==> src/rtl/serial_reg_loader_pkg.sv <==
// Shared definitions for the serial loader and the 8x8 register bank it feeds.
package reg_pkg;

    // Default geometry of the register bank (8 registers of 8 bits)
    localparam int DEF_DATA_W    = 8;
    localparam int DEF_ADDR_W    = 3;
    localparam int DEF_PARITY_EN = 1;

    // Loader FSM states
    typedef enum logic [2:0] {
        IDLE,
        ADDR,
        DATA,
        PAR,
        COMMIT
    } state_t;

    // Total bits on the wire for one frame: start + address + data + optional parity
    function automatic int frame_bits(input int addr_w, input int data_w, input int parity_en);
        return 1 + addr_w + data_w + parity_en;
    endfunction

    localparam int FRAME_BITS = 1 + DEF_ADDR_W + DEF_DATA_W + DEF_PARITY_EN;

    // Bit counter width: enough to count the longer of the two fields, plus one
    function automatic int cnt_width(input int addr_w, input int data_w);
        return $clog2((addr_w > data_w) ? addr_w : data_w) + 1;
    endfunction

endpackage

==> src/rtl/serial_reg_loader_if.sv <==
// Serial input pins plus register-bank write port of the loader.
interface serial_reg_loader_if
    import reg_pkg::*;
#(
    parameter int ADDR_W = DEF_ADDR_W,
    parameter int DATA_W = DEF_DATA_W
);
    logic              data;
    logic              bit_valid;
    logic              wr_en;
    logic [ADDR_W-1:0] wr_addr;
    logic [DATA_W-1:0] wr_data;
    logic              busy;
    logic              frame_err;

    // Stimulus side: drives the serial line, observes the write port
    modport master (
        output data, bit_valid,
        input  wr_en, wr_addr, wr_data, busy, frame_err
    );

    // Loader side: receives the serial line, drives the write port
    modport slave (
        input  data, bit_valid,
        output wr_en, wr_addr, wr_data, busy, frame_err
    );
endinterface

==> src/rtl/serial_reg_loader_shift_in_reg.sv <==
// MSB-first shift register. The output is the look-ahead contents, i.e. the
// word with this cycle's bit already folded in when en is high, so the loader
// can capture a field on the same edge that accepts its last bit.
module shift_in_reg #(
    parameter int W = 8
) (
    input  logic         clk,
    input  logic         rst,
    input  logic         en,
    input  logic         din,
    output logic [W-1:0] q_next
);
    logic [W-1:0] q;

    generate
        if (W == 1) begin : g_single
            // One-bit field: the new bit simply replaces the old one
            always_comb begin
                q_next = en ? din : q;
            end
        end else begin : g_multi
            // Shift toward the MSB, new bit enters at the LSB
            always_comb begin
                q_next = en ? {q[W-2:0], din} : q;
            end
        end
    endgenerate

    // Storage, cleared by the asynchronous active-low reset
    always_ff @(posedge clk or negedge rst) begin
        if (!rst) q <= '0;
        else      q <= q_next;
    end
endmodule

==> src/rtl/serial_reg_loader.sv <==
// Serial front-end for the register bank: deserializes start/address/data/
// parity frames and issues a single-cycle write to the bank.
module serial_reg_loader
    import reg_pkg::*;
#(
    parameter int DATA_W    = DEF_DATA_W,
    parameter int ADDR_W    = DEF_ADDR_W,
    parameter int PARITY_EN = DEF_PARITY_EN
) (
    input  logic               clk,
    input  logic               rst,
    serial_reg_loader_if.slave bus
);
    localparam int CNT_W = cnt_width(ADDR_W, DATA_W);

    state_t            state, state_next;
    logic [CNT_W-1:0]  cnt, cnt_next;
    logic              par_acc, par_next;
    logic              par_fail;
    logic              addr_en, data_en;
    logic [ADDR_W-1:0] addr_nx;
    logic [DATA_W-1:0] data_nx;
    logic              wr_en_q, busy_q, frame_err_q;
    logic [ADDR_W-1:0] wr_addr_q;
    logic [DATA_W-1:0] wr_data_q;

    assign addr_en = (state == ADDR) && bus.bit_valid;
    assign data_en = (state == DATA) && bus.bit_valid;

    shift_in_reg #(.W(ADDR_W)) u_addr_sr (
        .clk    (clk),
        .rst    (rst),
        .en     (addr_en),
        .din    (bus.data),
        .q_next (addr_nx)
    );

    shift_in_reg #(.W(DATA_W)) u_data_sr (
        .clk    (clk),
        .rst    (rst),
        .en     (data_en),
        .din    (bus.data),
        .q_next (data_nx)
    );

    // Next-state, bit counter and running parity; nothing moves without bit_valid except COMMIT
    always_comb begin
        state_next = state;
        cnt_next   = cnt;
        par_next   = par_acc;
        par_fail   = 1'b0;
        case (state)
            IDLE: begin
                if (bus.bit_valid && bus.data) begin
                    state_next = ADDR;
                    cnt_next   = '0;
                    par_next   = 1'b0;
                end
            end
            ADDR: begin
                if (bus.bit_valid) begin
                    par_next = par_acc ^ bus.data;
                    if (cnt == CNT_W'(ADDR_W - 1)) begin
                        state_next = DATA;
                        cnt_next   = '0;
                    end else begin
                        cnt_next = cnt + CNT_W'(1);
                    end
                end
            end
            DATA: begin
                if (bus.bit_valid) begin
                    par_next = par_acc ^ bus.data;
                    if (cnt == CNT_W'(DATA_W - 1)) begin
                        state_next = (PARITY_EN != 0) ? PAR : COMMIT;
                        cnt_next   = '0;
                    end else begin
                        cnt_next = cnt + CNT_W'(1);
                    end
                end
            end
            PAR: begin
                if (bus.bit_valid) begin
                    cnt_next = '0;
                    par_next = par_acc ^ bus.data;
                    if (par_acc ^ bus.data) begin
                        par_fail   = 1'b1;
                        state_next = IDLE;
                    end else begin
                        state_next = COMMIT;
                    end
                end
            end
            COMMIT: begin
                state_next = IDLE;
                cnt_next   = '0;
            end
            default: begin
                state_next = IDLE;
                cnt_next   = '0;
            end
        endcase
    end

    // FSM state, counter and parity accumulator registers
    always_ff @(posedge clk or negedge rst) begin
        if (!rst) begin
            state   <= IDLE;
            cnt     <= '0;
            par_acc <= 1'b0;
        end else begin
            state   <= state_next;
            cnt     <= cnt_next;
            par_acc <= par_next;
        end
    end

    // Registered outputs; the write word is captured on the edge that enters COMMIT
    always_ff @(posedge clk or negedge rst) begin
        if (!rst) begin
            wr_en_q     <= 1'b0;
            busy_q      <= 1'b0;
            frame_err_q <= 1'b0;
            wr_addr_q   <= '0;
            wr_data_q   <= '0;
        end else begin
            wr_en_q     <= (state_next == COMMIT);
            busy_q      <= (state_next != IDLE);
            frame_err_q <= par_fail;
            if (state_next == COMMIT) begin
                wr_addr_q <= addr_nx;
                wr_data_q <= data_nx;
            end
        end
    end

    assign bus.wr_en     = wr_en_q;
    assign bus.busy      = busy_q;
    assign bus.frame_err = frame_err_q;
    assign bus.wr_addr   = wr_addr_q;
    assign bus.wr_data   = wr_data_q;
endmodule

==> src/flat_wrapper.sv <==
// flat-port wrapper written by rule: the top's interface ports become plain ports
module serial_reg_loader_flat import reg_pkg::*;
#(
    parameter int DATA_W    = DEF_DATA_W,
    parameter int ADDR_W    = DEF_ADDR_W,
    parameter int PARITY_EN = DEF_PARITY_EN
)
  (clk, rst, bus_data, bus_bit_valid, bus_wr_en, bus_wr_addr, bus_wr_data, bus_busy, bus_frame_err);
  serial_reg_loader_if #(.ADDR_W(ADDR_W), .DATA_W(DATA_W)) bus_i ();
  input  logic clk;
  input  logic rst;
  input wire logic [$bits(bus_i.data)-1:0] bus_data;
  input wire logic [$bits(bus_i.bit_valid)-1:0] bus_bit_valid;
  output wire logic [$bits(bus_i.wr_en)-1:0] bus_wr_en;
  output wire logic [$bits(bus_i.wr_addr)-1:0] bus_wr_addr;
  output wire logic [$bits(bus_i.wr_data)-1:0] bus_wr_data;
  output wire logic [$bits(bus_i.busy)-1:0] bus_busy;
  output wire logic [$bits(bus_i.frame_err)-1:0] bus_frame_err;
  assign bus_i.data = bus_data;
  assign bus_i.bit_valid = bus_bit_valid;
  assign bus_wr_en = bus_i.wr_en;
  assign bus_wr_addr = bus_i.wr_addr;
  assign bus_wr_data = bus_i.wr_data;
  assign bus_busy = bus_i.busy;
  assign bus_frame_err = bus_i.frame_err;
  serial_reg_loader #(.DATA_W(DATA_W), .ADDR_W(ADDR_W), .PARITY_EN(PARITY_EN)) u_core (.clk(clk), .rst(rst), .bus(bus_i));
endmodule
==> config.mk <==
export PLATFORM = sky130hd
export DESIGN_NAME = serial_reg_loader_flat
export DESIGN_NICKNAME = d
export VERILOG_FILES = /design/src/rtl/serial_reg_loader_pkg.sv /design/src/rtl/serial_reg_loader_if.sv /design/src/rtl/serial_reg_loader_shift_in_reg.sv /design/src/rtl/serial_reg_loader.sv /design/src/flat_wrapper.sv
export SDC_FILE = /design/constraint.sdc
export NUM_CORES = 1
export LEC_CHECK = 0
export BUFFER_PORTS_ARGS = -buffer_cell sky130_fd_sc_hd__buf_2
export CORE_MARGIN = 8
export CORE_UTILIZATION = 30
export DETAILED_ROUTE_END_ITERATION = 16
export PLACE_DENSITY = 0.5
export SLEW_MARGIN = 20
export SYNTH_ARGS = -nofsm -noshare
export SYNTH_HDL_FRONTEND = slang
export SYNTH_SLANG_ARGS = --single-unit
==> constraint.sdc <==
create_clock -name clk -period 3.7 [get_ports clk]
set_input_delay 0.555 -clock clk [delete_from_list [all_inputs] [get_ports clk]]
set_output_delay 0.555 -clock clk [all_outputs]
set_load 0.05 [all_outputs]
==> results.yml <==
yosys:
  synth_top_area_cell: "dfrtp_1"
  synth_top_area_share_pct: 59.5
  synth_fp_nets: 112
  ys_warn_count: 0
  yosysMostFrequentCell: "dfrtp_1"
  async_reset_ff_share_pct: 100
  synth_flop_cell: "dfrtp_1"
  synth_enable_flop_cells: 0
  syn_avg_cell_area_um2: 13.1
  synthTopCellsByArea: "dfrtp_1 (59%), mux2_2 (18%), ha_1 (1.8%)"
  synthDistinctLibCells: 29
  ys_ff_latch: 33
  synth_seq_area_share_pct: 59.5
  syn_area_um2: 1390
  netlist_top_cells_count: "dfrtp_1 (33), mux2_2 (22), nor2_1 (5)"
  synth_cells: 106
global_route:
  grt_pass1_wl_um: 4550
  grt-ovfl-total: 0
  grt_util_all_layers_pct: 8.18
  antenna_found_initial: 0
  grt_max_degree: 34
  grt_pass1_vias: 939
final_layout:
  fillers: 445
  final_nets: 135
  final_core_util_pct: 36.8
  areaGrowthSynthToFinish_pct: 17.0
  drive_above_1_share_pct: 37.2
  fin_cells: 181
  diodes: 0
clock_tree:
  hold_buffers: 0
  cts_tree: "done"
  insertion_delay_ns: 0.28
  post-cts-setup-buffers: 0
  numCtsBuffers: 5
  clock_tree.root_cell: "clkbuf_8"
  clk_pin_slew_ns: 0.07
  clock-sinks: 33
  cts_max_level: 2
  max-clock-path-buffers: 2
  ctsResizeCount: 0
sta:
  worst_slew_pin_slew_ns: 0.726
  finalHoldViolations: 0
  timing.hold.ws_ns: 0.322
  post-route-period-util_pct: 54.7
  rsz0062_at_grt: "false"
  finalSetupViolCount: 0
  slew_headroom_pct: 51.6
  finalMaxSlewViolations: 0
  period_needed_ns: 2.03
  fin_setup_tns_ns: 0
  finalClockSkew_ns: 0.00814
  max_freq_ghz: 0.494
worst_setup_path:
  cp_max_fo: 5
  cp-start-kind: "flip-flop"
  crit_path_max_incr_delay_ns: 0.42
  path_delay_family: "simple AND/OR/NAND/NOR gates"
  crit_required_ns: 3.85
  path_buf_inv: 1
  end_kind: "flip-flop"
  crit_slowest_cell: "dfrtp_1"
  crit_arrival_ns: 2.18
  worstSetupPathType: "reg2reg"
  crit_chain: "inv_1, ha_1, or3b_4, a222oi_1, o21ai_1, or3_1"
floorplanning:
  die-area_um2: 7060
  rows: 24
  start_util_pct: 31.5
  die-width_um: 84.0
  ios: 18
  die_h_um: 84.0
  core_area_um2: 4410
detailed_routing:
  via_per_inst: 4.96
  route.detailed.drc: 0
  routed_wl_um: 2660
  dr.pass1.iters: 4
  drt_iter0_drc: 77
  post_drt_wl_per_cell_um: 14.7
  antenna_left: 0
  routed-via-count: 898
power_and_ir_drop:
  leakage_nw: 0.798
  power_w: 0.00115
  max-vdd-ir-drop_mv: 0.307
  pwr_density_cell_nw_per_um2: 708
placement:
  port_buffers: 17
  gp_congestion: 0.695
  place_inst: 174
  dp_hpwl_um: 1850
run_status:
  outcome: "finished clean"
job:
  maxCapViolations: 0
hold_path:
  hold_path_class: "in2async"
[metal layers]
layer  part of all wire (%)  track usage (%)  up-vias
li1                       -                -      420
met1                     46             9.87      454
met2                     46             11.3       17
met3                    6.4             4.00        7
met4                    1.7             5.02        0
met5                      0                0        -
[sequential cells by signal (all words and copies together), names as in the netlist]
signal,count
u_core.cnt,4
u_core.bus.wr_data,8
u_core.u_addr_sr.q,3
u_core.bus.wr_addr,3
u_core.state,3
u_core.bus.frame_err,1
u_core.bus.wr_en,1
u_core.par_acc,1
u_core.bus.busy,1
u_core.u_data_sr.q,8
[cell type report]
type | count | area, um2 | share of cell area, %
Sequential cell | 33 | 826 | 50.8
Multi-Input combinational cell | 67 | 541 | 33.3
Timing Repair Buffer | 18 | 92.6 | 5.70
Clock buffer | 7 | 86.3 | 5.31
Tap cell | 52 | 65.1 | 4.00
Inverter | 4 | 15.0 | 0.924
[report_power, final]
| group | internal (W) | switching [W] |
|---|---|---|
| Sequential | 0.000443 | 0.0000665 |
| Combinational | 0.000150 | 0.000220 |
| Clock | 0.000147 | 0.000125 |
| Total | 0.000740 | 0.000411 |
[worst register-to-register path: stages (launching register included)]
cell,delay (ns)
dfrtp_1,0.42
inv_1,0.07
ha_1,0.13
or3b_4,0.40
a222oi_1,0.39
o21ai_1,0.12
or3_1,0.36
[logic make-up (layout without fill, tap and decap cells)]
kind of cell / Yosys count / after routing / synth area share, %
DFF: 33 / 33 / 59.5
and+or+nand+nor: 29 / 29 / 12.3
muxes: 22 / 22 / 17.8
AOI/OAI and AO/OA: 13 / 13 / 6.22
buffers and inverters: 6 / 29 / 1.80
adders and majority gates: 2 / 2 / 1.80
xor gates and xnor gates: 1 / 1 / 0.631
[final timing paths]
| kind | end | slack [ns] | depth (start not counted) | start |
|---|---|---|---|---|
| hold reg to reg | u_core.u_data_sr.q[7] | 0.50 | 1 | u_core.u_data_sr.q[7] |
| min in group clk | u_core.u_data_sr.q[7] | 0.50 | 1 | u_core.u_data_sr.q[7] |
| hold / removal | u_core.cnt[3] | 0.32 | 1 | rst |
| max in group asynchronous | u_core.u_data_sr.q[4] | 2.90 | 1 | rst |
| setup reg to reg | u_core.bus.busy | 1.67 | 6 | u_core.cnt[0] |
| setup / recovery | u_core.bus.busy | 1.67 | 6 | u_core.cnt[0] |
[per-stage QoR]
stage                     area [um2]  setup WS (ns)
after global placement          1540           1.45
after detailed placement        1540           1.40
after global routing            1630           1.57
after CTS                       1620           1.54
after floorplan                 1390           1.90
final                           1630           1.67
[cells in the final DEF (no fill, tap or decap), types with 2 or more instances in the layout]
cell type / Yosys / routed
dfrtp_1: 33 / 33
mux2_2: 22 / 22
buf_2: 2 / 17
clkbuf_8: 0 / 6
inv_1: 4 / 4
a21oi_1: 4 / 4
nor2_1: 5 / 4
nor2b_1: 3 / 3
nand2_1: 3 / 3
or3_1: 3 / 3
nand2b_1: 3 / 3
nand4_1: 2 / 2
nand3_1: 2 / 2
o21ai_0: 2 / 2
a22o_1: 2 / 2
ha_1: 2 / 2
No activity file was read; power rests on OpenSTA's default activity.
